## src/rtl/reg_dump_pkg.sv

```systemverilog
// Shared widths, FSM encoding and frame helper for the register-file dump streamer.
package reg_dump_pkg;

  localparam int unsigned XLEN        = 32;
  localparam int unsigned RFIDX_WIDTH = 5;
  localparam int unsigned RFREG_NUM   = 32;
  localparam int unsigned FRAME_BYTES = 5;
  localparam int unsigned CNT_WIDTH   = 3;
  localparam int unsigned FRAME_WIDTH = XLEN + 8;

  typedef enum logic [1:0] {
    StIdle,
    StSel,
    StSend,
    StDone
  } state_e;

  // Header byte carries the register index; data follows LSB byte first.
  function automatic logic [FRAME_WIDTH-1:0] build_frame(input logic [XLEN-1:0]        data,
                                                         input logic [RFIDX_WIDTH-1:0] idx);
    return {data, {(8 - RFIDX_WIDTH){1'b0}}, idx};
  endfunction

endpackage

```

## src/rtl/reg_dump_if.sv

```systemverilog
// Streamer handshake bundle: start/status, register-file debug port and byte stream.
interface reg_dump_if;
  import reg_dump_pkg::*;

  logic                   start;
  logic [RFIDX_WIDTH-1:0] reg_sel;
  logic [XLEN-1:0]        reg_data;
  logic [7:0]             out_byte;
  logic                   out_valid;
  logic                   out_ready;
  logic                   busy;
  logic                   done;

  modport master (
    input  start, reg_data, out_ready,
    output reg_sel, out_byte, out_valid, busy, done
  );

  modport slave (
    output start, reg_data, out_ready,
    input  reg_sel, out_byte, out_valid, busy, done
  );

endinterface

```

## src/rtl/reg_dump.sv

```systemverilog
// Walks x0..x31 through the register-file debug port and streams each as a 5-byte frame.
module reg_dump
  import reg_dump_pkg::*;
(
  input  logic       clk,
  input  logic       reset,
  reg_dump_if.master bus
);

  state_e                 state_q;
  logic [RFIDX_WIDTH-1:0] idx_q;
  logic [CNT_WIDTH-1:0]   cnt_q;
  logic [FRAME_WIDTH-1:0] shift_q;
  logic                   valid_q;
  logic                   done_q;

  always_ff @(posedge clk) begin
    if (reset) begin
      state_q <= StIdle;
      idx_q   <= '0;
      cnt_q   <= '0;
      shift_q <= '0;
      valid_q <= 1'b0;
      done_q  <= 1'b0;
    end else begin
      done_q <= 1'b0;
      unique case (state_q)
        StIdle: begin
          if (bus.start) begin
            state_q <= StSel;
            idx_q   <= '0;
          end
        end
        StSel: begin
          // Only point where reg_data is sampled; the frame is frozen from here on.
          shift_q <= build_frame(bus.reg_data, idx_q);
          cnt_q   <= '0;
          valid_q <= 1'b1;
          state_q <= StSend;
        end
        StSend: begin
          if (bus.out_ready) begin
            if (cnt_q == CNT_WIDTH'(FRAME_BYTES - 1)) begin
              valid_q <= 1'b0;
              if (idx_q == RFIDX_WIDTH'(RFREG_NUM - 1)) begin
                state_q <= StDone;
                done_q  <= 1'b1;
              end else begin
                idx_q   <= idx_q + RFIDX_WIDTH'(1);
                state_q <= StSel;
              end
            end else begin
              shift_q <= shift_q >> 8;
              cnt_q   <= cnt_q + CNT_WIDTH'(1);
            end
          end
        end
        StDone: begin
          state_q <= StIdle;
          idx_q   <= '0;
        end
        default: state_q <= StIdle;
      endcase
    end
  end

  assign bus.reg_sel   = idx_q;
  assign bus.out_byte  = shift_q[7:0];
  assign bus.out_valid = valid_q;
  assign bus.busy      = (state_q != StIdle);
  assign bus.done      = done_q;

endmodule

```

## src/flat_wrapper.sv

```systemverilog
// flat-port wrapper written by rule: the top's interface ports become plain ports
module reg_dump_flat import reg_dump_pkg::*;
  (clk, reset, bus_start, bus_reg_data, bus_out_ready, bus_reg_sel, bus_out_byte, bus_out_valid, bus_busy, bus_done);
  reg_dump_if bus_i ();
  input  logic clk;
  input  logic reset;
  input wire logic [$bits(bus_i.start)-1:0] bus_start;
  input wire logic [$bits(bus_i.reg_data)-1:0] bus_reg_data;
  input wire logic [$bits(bus_i.out_ready)-1:0] bus_out_ready;
  output wire logic [$bits(bus_i.reg_sel)-1:0] bus_reg_sel;
  output wire logic [$bits(bus_i.out_byte)-1:0] bus_out_byte;
  output wire logic [$bits(bus_i.out_valid)-1:0] bus_out_valid;
  output wire logic [$bits(bus_i.busy)-1:0] bus_busy;
  output wire logic [$bits(bus_i.done)-1:0] bus_done;
  assign bus_i.start = bus_start;
  assign bus_i.reg_data = bus_reg_data;
  assign bus_i.out_ready = bus_out_ready;
  assign bus_reg_sel = bus_i.reg_sel;
  assign bus_out_byte = bus_i.out_byte;
  assign bus_out_valid = bus_i.out_valid;
  assign bus_busy = bus_i.busy;
  assign bus_done = bus_i.done;
  reg_dump u_core (.clk(clk), .reset(reset), .bus(bus_i));
endmodule
```

## config.mk

```make
export PLATFORM = sky130hd
export DESIGN_NAME = reg_dump_flat
export DESIGN_NICKNAME = d
export VERILOG_FILES = /design/src/rtl/reg_dump_pkg.sv /design/src/rtl/reg_dump_if.sv /design/src/rtl/reg_dump.sv /design/src/flat_wrapper.sv
export SDC_FILE = /design/constraint.sdc
export NUM_CORES = 1
export LEC_CHECK = 0
export CAP_MARGIN = 30
export CELL_PAD_IN_SITES_DETAIL_PLACEMENT = 1
export CELL_PAD_IN_SITES_GLOBAL_PLACEMENT = 2
export CORE_MARGIN = 8
export CORE_UTILIZATION = 31
export CTS_CLUSTER_DIAMETER = 80
export CTS_CLUSTER_SIZE = 20
export DETAILED_ROUTE_END_ITERATION = 16
export PLACE_DENSITY_LB_ADDON = 0.3
export SLEW_MARGIN = 0
export SYNTH_ARGS = -nofsm -noshare
export SYNTH_HDL_FRONTEND = slang
export SYNTH_SLANG_ARGS = --single-unit
```

## constraint.sdc

```tcl
create_clock -name clk -period 1.8 [get_ports clk]
set_input_delay 0.54 -clock clk [delete_from_list [all_inputs] [get_ports clk]]
set_output_delay 0.54 -clock clk [all_outputs]
set_load 0.02 [all_outputs]
```

---- Yosys cells after proc, flatten, opt, wreduce, memory -nomap -nowiden ----
Index checks and enable logic that the tools add are counted.
storage, ports and cells
  word-level logic and storage cells ...... 50
  input bits .............................. 36
  output and inout port bits .............. 16
  flip-flop bits (word level) ............. 52
cells by class
  bitwise gates (word level) .............. 3
  equality and inequality tests ........... 10
  $add $sub $neg .......................... 2
  reductions and logical operators ........ 9
  mux-type cells .......................... 20
operators with widths
  kind                                            number
  2-to-1 mux 40 bit                               2
  case mux 40 bit (2 select lines)                1
  2-to-1 mux 5 bit                                4
  case mux 5 bit (3 select lines)                 1
  AND reduction 3 bit                             3
  2-to-1 mux 2 bit                                4
  != test 2 bit (second input constant)           4
  case mux 2 bit (4 select lines)                 1
  2-to-1 mux 3 bit                                2
  case mux 3 bit (2 select lines)                 1
  adder 5 x 1 -> 5 bit (second input constant)    1
  == test 5 bit (second input constant)           1
  AND reduction 5 bit                             1
  == test 2 bit (second input constant)           2
  nonzero test 2 bit                              2
  OR reduction 4 bit                              1
  adder 3 x 1 -> 3 bit (second input constant)    1
  == test 3 bit (second input constant)           1
  2-to-1 mux 1 bit                                3
  NOT 1 bit                                       3
  nonzero test 3 bit                              1
  == test 2 x 1 -> 1 bit (second input constant)  1
  zero test 2 bit                                 1
  != test 2 x 1 -> 1 bit (second input constant)  1
  case mux 1 bit (2 select lines)                 1

---- Logic depth before layout (Yosys ltp) ----
  depth after elaboration ................. 5
  depth in mapped cells ................... 7

---- Least setup slack after synthesis ----
Ideal clock, no wire load.
  path type ............................... register to register
  from .................................... register u_core.idx_q[0] (netlist: u_core.bus.reg_sel[0])
  to ...................................... register u_core.idx_q[1] (netlist: u_core.bus.reg_sel[1])
  arrival time ............................ 1.533 ns
  buffers on the path ..................... 0
  slack ................................... 0.137 ns
  cell stages (with the launch flop) ...... 7
  period minus slack after synthesis ...... 1.663 ns
  cell sequence ........................... dfxtp_1 -> ha_1 -> and3_1 -> ha_1 -> nand4b_1 -> a22oi_1 -> o32ai_1
between the ends
  word-level cells in the longest chain between the ends .. 5
  elaborated cells on any way between the ends .. 8
RTL lines
  item                             line            RTL
  from (decl)                      reg_dump.sv:11  logic [RFIDX_WIDTH-1:0] idx_q;
  from (signal assigned)           reg_dump.sv:49  idx_q <= idx_q + RFIDX_WIDTH'(1);
  adder 5 x 1 -> 5 bit             reg_dump.sv:49
  2-to-1 mux 5 bit                 reg_dump.sv:45  if (idx_q == RFIDX_WIDTH'(RFREG_NUM - 1)) begin
  2-to-1 mux 5 bit                 reg_dump.sv:43  if (cnt_q == CNT_WIDTH'(FRAME_BYTES - 1)) begin
  2-to-1 mux 5 bit                 reg_dump.sv:42  if (bus.out_ready) begin
  case mux 5 bit (3 select lines)  reg_dump.sv:27  unique case (state_q)
Parallel ways exist; a longest one is shown, timed or not. The select of a mux whose other input is x is not followed.
A chain may end at the register's enable or synchronous reset.

---- Final worst setup path ----
  from .................................... register u_core.done_q (netlist: u_core.bus.done)
  to ...................................... output bus_done
RTL lines
  item                    line                RTL
  from (decl)             reg_dump.sv:15      logic done_q;
  from (signal assigned)  reg_dump.sv:24      done_q <= 1'b0;
  from (signal assigned)  reg_dump.sv:26      done_q <= 1'b0;
  from (signal assigned)  reg_dump.sv:47      done_q <= 1'b1;
  to (decl)               flat_wrapper.sv:14  output wire logic [$bits(bus_i.done)-1:0] bus_done;
No word-level cell between the ends.

==> impl_metrics.toml <==
[die]
initial_core_util_pct = 31.3
die_w_um = 103
rows = 32
io_pins = 52
die_y_um = 103
coreArea_um2 = 7570
dieArea_um2 = 10700

[route]
wl_per_cell_um = 17.3
drc_errors = 0
drt-initial-drc-count = 111
wl_mm = 6.76
first_pass_iters = 4
ant_nets = 0
num_vias = 2019
viasPerCell = 5.16

[worst_setup_path]
crit_chain = "clkdlybuf4s50_1"
cp.depth = 1
crit_family = "buffers and inverters"
worst_setup_path_start_kind = "flop"
ff2ff_path_depth = 7
crit_buf_inv = 1
required_ns = 1.26
path_max_fanout = 1
cp_slowest_stage_delay_ns = 0.59
endpoint_kind = "primary output"
crit_slowest_cell = "clkdlybuf4s50_1"
critical_path_class = "reg -> out"
arrival_ns = 1.22

[hold_path]
min_path_type = "reg -> reg"
worstHoldPathCells = 2

[synth]
synth_area_per_cell_um2 = 10.0
syn_inst = 237
synth_cell_type_count = 40
synth.most_common_cell = "dfxtp_1"
ys_seq_area_share_pct = 43.9
yosys.area.top_type = "dfxtp_1"
ys_warn_count = 0
syn_area_um2 = 2370
synthTopCellsByArea = "dfxtp_1 (44%), o21a_1 (8.2%), o221a_2 (7.1%), o221a_1 (6.6%), o211ai_1 (3.8%)"
synth.top_cells.by_count = "dfxtp_1 (52), o21a_1 (26), a21oi_1 (17), o221a_2 (15), o221a_1 (14)"
ys.flop_type = "dfxtp_1"
ys_seq_elements = 52
syn_nets = 277
synthArstFlopShare_pct = 0
synth_edf_count = 0
synth_top_cell_area_share_pct = 43.9

[timing]
min_period_over_period_pct = 97.6
fin_crit_ns = 1.76
worstMarginPinSlew_ns = 0.398
drv_slew = 0
rsz0062_at_grt = "false"
timing.hold.ws_ns = 0.494
slew_headroom_pct = 73.5
hold_viol = 0
clock_skew_ns = 0.00647
report.final.setup_viol = 0
max_freq_ghz = 0.569

[final_layout]
postLayoutCellArea_um2 = 3120
antennaDiodeCount = 0
final_core_utilization_pct = 41.2
nets = 328
stdcell_count = 391
drive_above_1_share_pct = 19.0
area_growth_pct = 31.5

[clock_tree]
postCtsHoldBufs = 0
insertion_delay_ns = 0.31
htreeDepth = 2
clockRootBuffer = "clkbuf_8"
cts.path.max_buffers = 2
clkSinkCount = 52
cts_tree = "yes"
cts_buffers = 5
clkTransAtPathRegs_ns = 0.10

[placement]
dp_hpwl_mm = 4.90
io_buffers = 51
place.gp.congestion = 0.729
dpl_cell_area_um2 = 3040
placedCellCount = 383

[status]
status = "completed"

[flow_run]
drv_cap = 0

[power_and_ir_drop]
p_leak_nw = 1.19
p_int_mw = 1.75
p_seq_share_pct = 53.1
design_power_total_mw = 2.41
switching_share_pct = 27.6
p_switching_mw = 0.664
p_comb_share_pct = 18.3
ir_worst_vdd_uv = 322
p_clk_share_pct = 28.7
power_density_nw_per_um2 = 773

[global_routing]
grt_util_all_layers_pct = 13.2
grt_pass1_wl_mm = 11.0
grt_max_degree = 31
grt_overflow_total = 0
grt_pass1_vias = 2137
antenna_found_initial = 0
## sequential cells by signal, summed over array words and instances (netlist names)
name                  count
u_core.shift_q           40
u_core.bus.reg_sel        5
u_core.cnt_q              3
u_core.state_q            2
u_core.bus.done           1
u_core.bus.out_valid      1
## final cells by class
class | count | area (um2)
Fill cell | 843 | 4450
Multi-Input combinational cell | 145 | 1110
Tap cell | 102 | 128
Timing Repair Buffer | 75 | 709
Clock inverter | 3 | 22.5
Inverter | 9 | 33.8
Sequential cell | 52 | 1040
Clock buffer | 5 | 68.8
## kinds of logic (layout without fill, tap and decap cells)
family | Yosys count | after routing | share of synthesized area [%]
AO/OA/AOI/OAI | 102 | 102 | 35.4
flip-flops | 52 | 52 | 43.9
adder cells (fa/ha/maj) | 4 | 4 | 2.11
multiplexers | 1 | 1 | 0.422
buffers and inverters | 40 | 92 | 9.23
AND/OR/NAND/NOR | 38 | 38 | 8.97
## per-stage QoR
step	TNS, ns	worst slack (ns)
2_1_floorplan	0	0.137
3_3_place_gp	-3.24	-0.0947
3_5_place_dp	-4.53	-0.133
4_1_cts	0	0.0214
5_1_grt	0	0.000958
6_report	0	0.0424
## placed cells by master (no fill, tap or decap), types with 5 or more instances in the layout
| cell | n |
|---|---|
| o221a_2 | 15 |
| o211ai_1 | 12 |
| inv_1 | 9 |
| nand2_1 | 10 |
| a21oi_1 | 17 |
| a31oi_1 | 5 |
| clkdlybuf4s50_1 | 36 |
| o21a_1 | 26 |
| clkbuf_8 | 5 |
| dlygate4sd2_1 | 15 |
| o221a_1 | 14 |
| buf_4 | 21 |
| dfxtp_1 | 50 |
| nand3_1 | 9 |
## worst min-delay path: stages, from the launching register on
cell and delay, ns:
dfxtp_1 0.32, o211ai_1 0.07, a21oi_1 0.06
## metal layers
metal	share of wire [%]	routed length (um)	GRT usage, %	vias to the layer above
met5	0	0	0	-
met1	47	3160	17.3	980
li1	-	-	-	992
met3	5.2	353	3.68	7
met2	47	3180	20.7	40
met4	1.1	72	3.67	0
## power by group through the flow
stage | clock, mW | combinational, mW | sequential, mW
after floorplan | 0 | 0.268 | 1.29
after global placement | 0 | 0.447 | 1.30
after detailed placement | 0 | 0.456 | 1.30
after CTS | 0.721 | 0.447 | 1.28
after global routing | 0.779 | 0.479 | 1.29
final | 0.691 | 0.440 | 1.28
## worst paths after layout
path,slack (ns),from,end
setup reg to reg,0.09,u_core.bus.reg_sel[0],u_core.bus.reg_sel[1]
hold reg to reg,0.49,u_core.shift_q[6],u_core.shift_q[6]
setup / recovery,0.04,u_core.bus.done,bus_done
hold / removal,0.49,u_core.shift_q[6],u_core.shift_q[6]
## timing repair
action	CTS	global route
setup buffers	0	0
endpoints found under the hold margin	0	0
gates resized for setup	15	2
setup endpoints to repair	15	3
(Power assumes the default switching activity.)
